## src/rtl/ifm_skew_feeder.sv

```systemverilog
// ifm_skew_feeder
// Left-border input feeder for the systolic array. Accepts one column of
// HEIGHT signed activations per cycle (valid/ready), skews row h by h cycles
// to form the wavefront, and tracks the drain of each tile with a small FSM.
//
// Ports:
//   clk, rst          single clock, synchronous active-high reset
//   in_valid/in_ready column handshake (in_ready is a registered state flag)
//   in_last           last column of the tile, qualified by in_valid
//   in_data           packed column, row h = in_data[h*IWIDTH +: IWIDTH]
//   ifm[h]            per-row activation to the array
//   en_i[h], clr_i[h] per-row element-valid and first-of-tile clear
//   busy              high in STREAM, DRAIN and DONE
//   done              one-cycle pulse once the last element left row HEIGHT-1
//
// Build option: define FEEDER_ZERO_BUBBLE_EN to present zero data on bubble
// cycles; otherwise bubbles carry whatever in_data held.
module ifm_skew_feeder #(
  parameter int HEIGHT = 12,
  parameter int IWIDTH = 8
) (
  input  logic                       clk,
  input  logic                       rst,
  input  logic                       in_valid,
  output logic                       in_ready,
  input  logic                       in_last,
  input  logic [HEIGHT*IWIDTH-1:0]   in_data,
  output logic signed [IWIDTH-1:0]   ifm [HEIGHT],
  output logic [HEIGHT-1:0]          en_i,
  output logic [HEIGHT-1:0]          clr_i,
  output logic                       busy,
  output logic                       done
);

  localparam int CNT_W = (HEIGHT > 1) ? $clog2(HEIGHT) : 1;

  typedef enum logic [1:0] {
    IDLE   = 2'd0,
    STREAM = 2'd1,
    DRAIN  = 2'd2,
    DONE   = 2'd3
  } state_t;

  state_t           state;
  logic [CNT_W-1:0] cnt;
  logic             first;
  logic             accept;

  assign accept = in_valid && in_ready;

  // Tile FSM. in_ready, busy and done are registered alongside the state so
  // that every output comes straight from a flop.
  always_ff @(posedge clk) begin
    if (rst) begin
      state    <= IDLE;
      cnt      <= '0;
      first    <= 1'b1;
      in_ready <= 1'b0;
      busy     <= 1'b0;
      done     <= 1'b0;
    end else begin
      case (state)
        IDLE: begin
          in_ready <= 1'b1;
          if (accept) begin
            first    <= 1'b0;
            busy     <= 1'b1;
            cnt      <= '0;
            state    <= in_last ? DRAIN : STREAM;
            in_ready <= !in_last;
          end
        end
        STREAM: begin
          if (accept) begin
            first <= 1'b0;
            if (in_last) begin
              state    <= DRAIN;
              in_ready <= 1'b0;
              cnt      <= '0;
            end
          end
        end
        DRAIN: begin
          if (cnt == CNT_W'(HEIGHT - 1)) begin
            state <= DONE;
            done  <= 1'b1;
          end else begin
            cnt <= cnt + CNT_W'(1);
          end
        end
        DONE: begin
          state    <= IDLE;
          done     <= 1'b0;
          busy     <= 1'b0;
          in_ready <= 1'b1;
          first    <= 1'b1;
        end
        default: state <= IDLE;
      endcase
    end
  end

  // Skew rows: row h is a shift register of h+1 {data, vld, clr} stages.
  // Data is cleared on reset as well, since ifm must read zero after reset.
  for (genvar h = 0; h < HEIGHT; h++) begin : g_row
    logic signed [IWIDTH-1:0] data_p [h+1];
    logic                     vld_p  [h+1];
    logic                     clr_p  [h+1];

    always_ff @(posedge clk) begin
      if (rst) begin
        for (int s = 0; s <= h; s++) begin
          data_p[s] <= '0;
          vld_p[s]  <= 1'b0;
          clr_p[s]  <= 1'b0;
        end
      end else begin
        // stage 0: capture the incoming column slice
`ifdef FEEDER_ZERO_BUBBLE_EN
        data_p[0] <= accept ? in_data[h*IWIDTH +: IWIDTH] : '0;
`else
        data_p[0] <= in_data[h*IWIDTH +: IWIDTH];
`endif
        vld_p[0] <= accept;
        clr_p[0] <= accept && first;
        // stages 1..h: unconditional shift, no backpressure from the array
        for (int s = 1; s <= h; s++) begin
          data_p[s] <= data_p[s-1];
          vld_p[s]  <= vld_p[s-1];
          clr_p[s]  <= clr_p[s-1];
        end
      end
    end

    assign ifm[h]   = data_p[h];
    assign en_i[h]  = vld_p[h];
    assign clr_i[h] = clr_p[h];
  end

endmodule

```

## config.mk

```make
export PLATFORM = sky130hd
export DESIGN_NAME = ifm_skew_feeder
export DESIGN_NICKNAME = d
export VERILOG_FILES = /design/src/rtl/ifm_skew_feeder.sv
export SDC_FILE = /design/constraint.sdc
export NUM_CORES = 1
export LEC_CHECK = 0
export CORE_ASPECT_RATIO = 0.7
export CORE_UTILIZATION = 58
export DETAILED_ROUTE_END_ITERATION = 10
export DONT_BUFFER_PORTS = 1
export PLACE_DENSITY = 0.74
export SETUP_SLACK_MARGIN = 0.3
export SYNTH_ARGS = -nofsm -noshare
export SYNTH_HDL_FRONTEND = slang
export SYNTH_SLANG_ARGS = --single-unit
```

## constraint.sdc

```tcl
create_clock -name clk -period 3.6 [get_ports clk]
set_input_delay 0.72 -clock clk [delete_from_list [all_inputs] [get_ports clk]]
set_output_delay 0.72 -clock clk [all_outputs]
set_load 0.03 [all_outputs]
```

======== After elaboration in Yosys (flattened, before gate mapping) ========
Memories as Yosys holds them, arrays and structs flattened.
Cells that the tools add are included.
operators by class
  add/subtract/negate cells ............... 1
  multiplexer cells ....................... 261
  equality and inequality tests ........... 10
  bitwise logic cells ..................... 231
  reductions and logical operators ........ 19
operator list
  kind                                                    count
  2-to-1 mux 8 bit                                        78
  OR 1 bit                                                231
  2-to-1 mux 1 bit                                        168
  2-to-1 mux 4 bit                                        4
  one-hot mux 4 bit (3 select lines)                      1
  2-to-1 mux 2 bit                                        5
  inequality test 2 bit (second input constant)           5
  one-hot mux 2 bit (4 select lines)                      1
  OR reduction 8 bit                                      1
  one-hot mux 1 bit (2 select lines)                      3
  AND reduction 2 bit                                     3
  nonzero test 2 bit                                      3
  nonzero test 3 bit                                      2
  AND reduction 5 bit                                     1
  adder 4 x 1 -> 4 bit (second input constant)            1
  == test 2 bit (second input constant)                   2
  == test 4 bit (second input constant)                   1
  AND reduction 4 bit                                     1
  one-hot mux 1 bit (3 select lines)                      1
  AND reduction 3 bit                                     1
  == test 2 x 1 -> 1 bit (second input constant)          1
  logical AND 1 bit                                       2
  zero test 2 bit                                         1
  inequality test 2 x 1 -> 1 bit (second input constant)  1
  3 further kinds                                         4
storage, ports and cells
  memories ................................ 36
  bits of input ports ..................... 100
  RAM bits ................................ 780
  flip-flop bits (word level) ............. 10
memories
  name              depth  bits a word  read ports  clocked after memory_dff  write ports  RTL line  text
  g_row[11].data_p  12     8            12          0                         12           106       logic signed [IWIDTH-1:0] data_p [h+1];
  g_row[10].data_p  11     8            11          0                         11           106
  g_row[9].data_p   10     8            10          0                         10           106
  g_row[8].data_p   9      8            9           0                         9            106
  g_row[7].data_p   8      8            8           0                         8            106
  g_row[6].data_p   7      8            7           0                         7            106
  30 more memories  n/a    n/a          n/a         n/a                       n/a          n/a

======== Logic depth before layout (Yosys ltp) ========
  depth after elaboration ................. 4
  mapped depth ............................ 6
  depth with buffers taken out ............ 6

======== Worst setup path after synthesis ========
No wires, ideal clock.
  path kind ............................... reg-to-reg
  from .................................... register state[0]
  to ...................................... register cnt[3]
  slack ................................... 2.050 ns
  cell stages (with the launch flop) ...... 6
  library setup time ...................... 0.071 ns
  required time ........................... 3.529 ns
  buffers on the path ..................... 0
  period minus slack after synthesis ...... 1.550 ns
  arrival time ............................ 1.480 ns
  path through ............................ dfxtp_1 > inv_1 > ha_1 > or3_1 > a41o_1 > a21oi_1
on the way
  word-level cells in the longest chain between the ends .. 3
  elaborated cells between the ends (all ways) .. 10
RTL lines
  item                                                                          RTL line  text
  from (decl)                                                                   44        state_t state;
  from (signal assigned)                                                        69        state <= in_last ? DRAIN : STREAM;
  == test 2 bit (tied with other cells)                                         62        case (state)
  inequality test 2 bit (no source line) or nonzero test 3 bit (tied branches)  n/a
  AND reduction 5 bit (no source line)                                          n/a
  to (signal assigned)                                                          88        cnt <= cnt + CNT_W'(1);
  to (decl)                                                                     45        logic [CNT_W-1:0] cnt;
Parallel ways exist; a longest one is shown, timed or not.
A chain may end at the register's enable or synchronous reset.

======== Final worst setup path ========
  from .................................... register state[0]
  to ...................................... register state[1]
on the way
  word-level cells in the longest chain between the ends .. 3
  elaborated cells between the ends (all ways) .. 10
RTL lines
  item                                    RTL line
  == test 2 bit (tied with other cells)   62
  inequality test 2 bit (no source line)  n/a
  AND reduction 4 bit (no source line)    n/a
Parallel ways exist; a longest one is shown, timed or not.

==> impl_metrics.json <==
{
  "cts_buffers": 55,
  "tightest_slew_ns": 1.33,
  "fp.dieH_um": 151,
  "cts_sinks": 658,
  "cts_resized": 0,
  "ys_ff_latch": 658,
  "swShare_pct": 19.7,
  "path_class": "flop to flop",
  "gp_congestion": 0.719,
  "synth_compound_area_share_pct": 0.657,
  "synth_top_cell_by_area": "dfxtp_1",
  "ir_drop_mv": 0.460,
  "core-area_um2": 31200,
  "synth_ff_type": "dfxtp_1",
  "rsz0062_at_grt": "no",
  "total_power_uw": 13900,
  "whs_ns": 0.271,
  "syn2layout_area_growth_pct": 8.82,
  "finalSetupViolations": 0,
  "finClkSkew_ns": 0.00919,
  "power_frac_clock_pct": 43.2,
  "combPwrFrac_pct": 2.4,
  "synth_area_leaders": "dfxtp_1, nor2b_1, buf_4, clkbuf_1, ha_1",
  "slew_viol_final": 0,
  "synthMuxAreaShare_pct": 0.278,
  "p_leak_uw": 0.00797,
  "fillers": 2324,
  "synth_area_um2": 18500,
  "nets": 1531,
  "reg2reg_slack_ns": 1.70,
  "worstRegToRegCells": 6,
  "period_share_pct": 52.8,
  "cap_violations": 0,
  "synth-simple-area-share_pct": 22.7,
  "relSlewSlack_pct": 11.1,
  "grtUsageTotal_pct": 12.5,
  "yosys_warnings": 0,
  "cts_tree": "built",
  "die_area_um2": 32600,
  "end_kind": "flop",
  "async_reset_ff_share_pct": 0,
  "row_count": 54,
  "hp-class": "primary input to flop",
  "postRouteAntennaNets": 0,
  "wire_per_inst_um": 11.4,
  "vias_per_cell": 4.24,
  "synth_adder_area_share_pct": 0.542,
  "intPower_uw": 11200,
  "drive_gt1_share_pct": 6.81,
  "synth_xor_area_share_pct": 0,
  "setup_tns_ns": 0,
  "antenna_found_initial": 4,
  "h-tree-depth": 2,
  "switching_power_uw": 2750,
  "whs_path_depth": 1,
  "hold_buffers": 0,
  "syn_inst": 1509,
  "final_area_um2": 20100,
  "startpoint_type": "flop",
  "port_buffers": 0,
  "synth_edf_count": 0,
  "synth_fp_nets": 1617,
  "num_io_pins": 223,
  "first_iter_violations": 373,
  "grt_max_degree": 656,
  "ys_types": 32,
  "arrival_ns": 2.33,
  "crit_required_ns": 4.03,
  "ys_seq_area_share_pct": 71.3,
  "p_per_area_nw_per_um2": 692,
  "num_vias": 8027,
  "avgSynthCellArea_um2": 12.2,
  "wl_mm": 21.6,
  "start_util_pct": 59.2,
  "multi_input_area_um2": 4470,
  "hold_viol": 0,
  "grt_overflow": 0,
  "synth_most_common_cell": "dfxtp_1",
  "cp_max_fo": 6,
  "clk_pin_slew_ns": 0.06,
  "max_freq_mhz": 526,
  "seqPwrFrac_pct": 54.5,
  "grt_pass1_wl_mm": 33.3,
  "cts_root_buf": "clkbuf_16",
  "yosys.area.top_type_share_pct": 71.3,
  "clock_path_buffers": 3,
  "seqCellArea_um2": 13200,
  "status": "complete, no violations",
  "drtPass1Iterations": 4,
  "detail_route.drc_violations": 0,
  "min_period_ns": 1.90,
  "synth_commonest_cells": "dfxtp_1, nor2b_1, buf_4, clkbuf_1",
  "grt_pass1_vias": 6942,
  "cts_setup_buffers": 0,
  "synth_top_family_by_area": "simple AND/OR/NAND/NOR gates",
  "fp.dieW_um": 215,
  "dp_hpwl_mm": 11.6,
  "insertion_delay_ns": 0.56,
  "dpl-instance-area_um2": 18200
}
==> placed cells by master, fill, tap and decap left out, drive strengths merged, types with 5 or more instances in the layout <==
cell type,n
dfxtp,658
clkbuf,78
ha,8
nand2,5
inv,6
bufinv,5
nor2b,647
nor2,9
clkinv,16
==> state kept, by name, indices dropped and copies added, names as in the netlist <==
register,cells
cnt,4
first,1
g_row.clr_p,12
g_row.data_p,624
done,1
state,2
g_row.vld_p,12
busy,1
in_ready,1
==> per-layer routing <==
metal,vias up,part of all wire [%],GRT usage (%)
li1,4323,-,-
met1,3471,49,16.3
met2,183,43,19.0
met3,48,6.3,4.50
met4,2,2.2,5.11
met5,-,0.060,0
==> worst max-delay path: stages, from the launching register on <==
cell       delay [ns]
dfxtp_1          0.46
inv_1            0.16
ha_1             0.28
a2bb2oi_1        0.21
a211oi_2         0.34
nor2_1           0.07
a211oi_1         0.24
==> per-stage QoR <==
step / setup WS, ns / util (%) / instances
6_report: 1.70 / 64.4 / 1891
3_3_place_gp: 1.97 / 58.3 / 1786
3_5_place_dp: 1.79 / 58.3 / 1786
5_1_grt: 1.59 / 64.4 / 1889
2_1_floorplan: 2.05 / - / 1509
4_1_cts: 1.72 / 64.4 / 1888
==> final cells by class <==
type,instances,area share (%)
Sequential cell,658,65.5
Multi-Input combinational cell,703,22.2
Clock buffer,78,8.14
Tap cell,420,2.61
Clock inverter,24,1.34
Inverter,5,0.0934
Antenna cell,3,0.0373
==> final timing paths <==
check	start	end
max	state[0]	state[1]
min	rst	g_row[9].data_p[0][6]
max reg2reg	state[0]	state[1]
min reg2reg	g_row[9].data_p[0][0]	g_row[9].data_p[1][0]
==> cells by family after synthesis <==
family	after synthesis
AOI/OAI and AO/OA	16
adders and majority gates	8
buffers and inverters	148
DFF	658
muxes	5
and+or+nand+nor	674
==> power by group through the flow <==
stage / registers [µW] / clock network (µW) / logic [µW]
2_1_floorplan: 7690 / 0 / 408
3_5_place_dp: 7740 / 0 / 320
5_1_grt: 7590 / 6470 / 364
3_3_place_gp: 7730 / 0 / 290
4_1_cts: 7570 / 6180 / 323
6_report: 7570 / 6000 / 329
(Power assumes the default switching activity.)
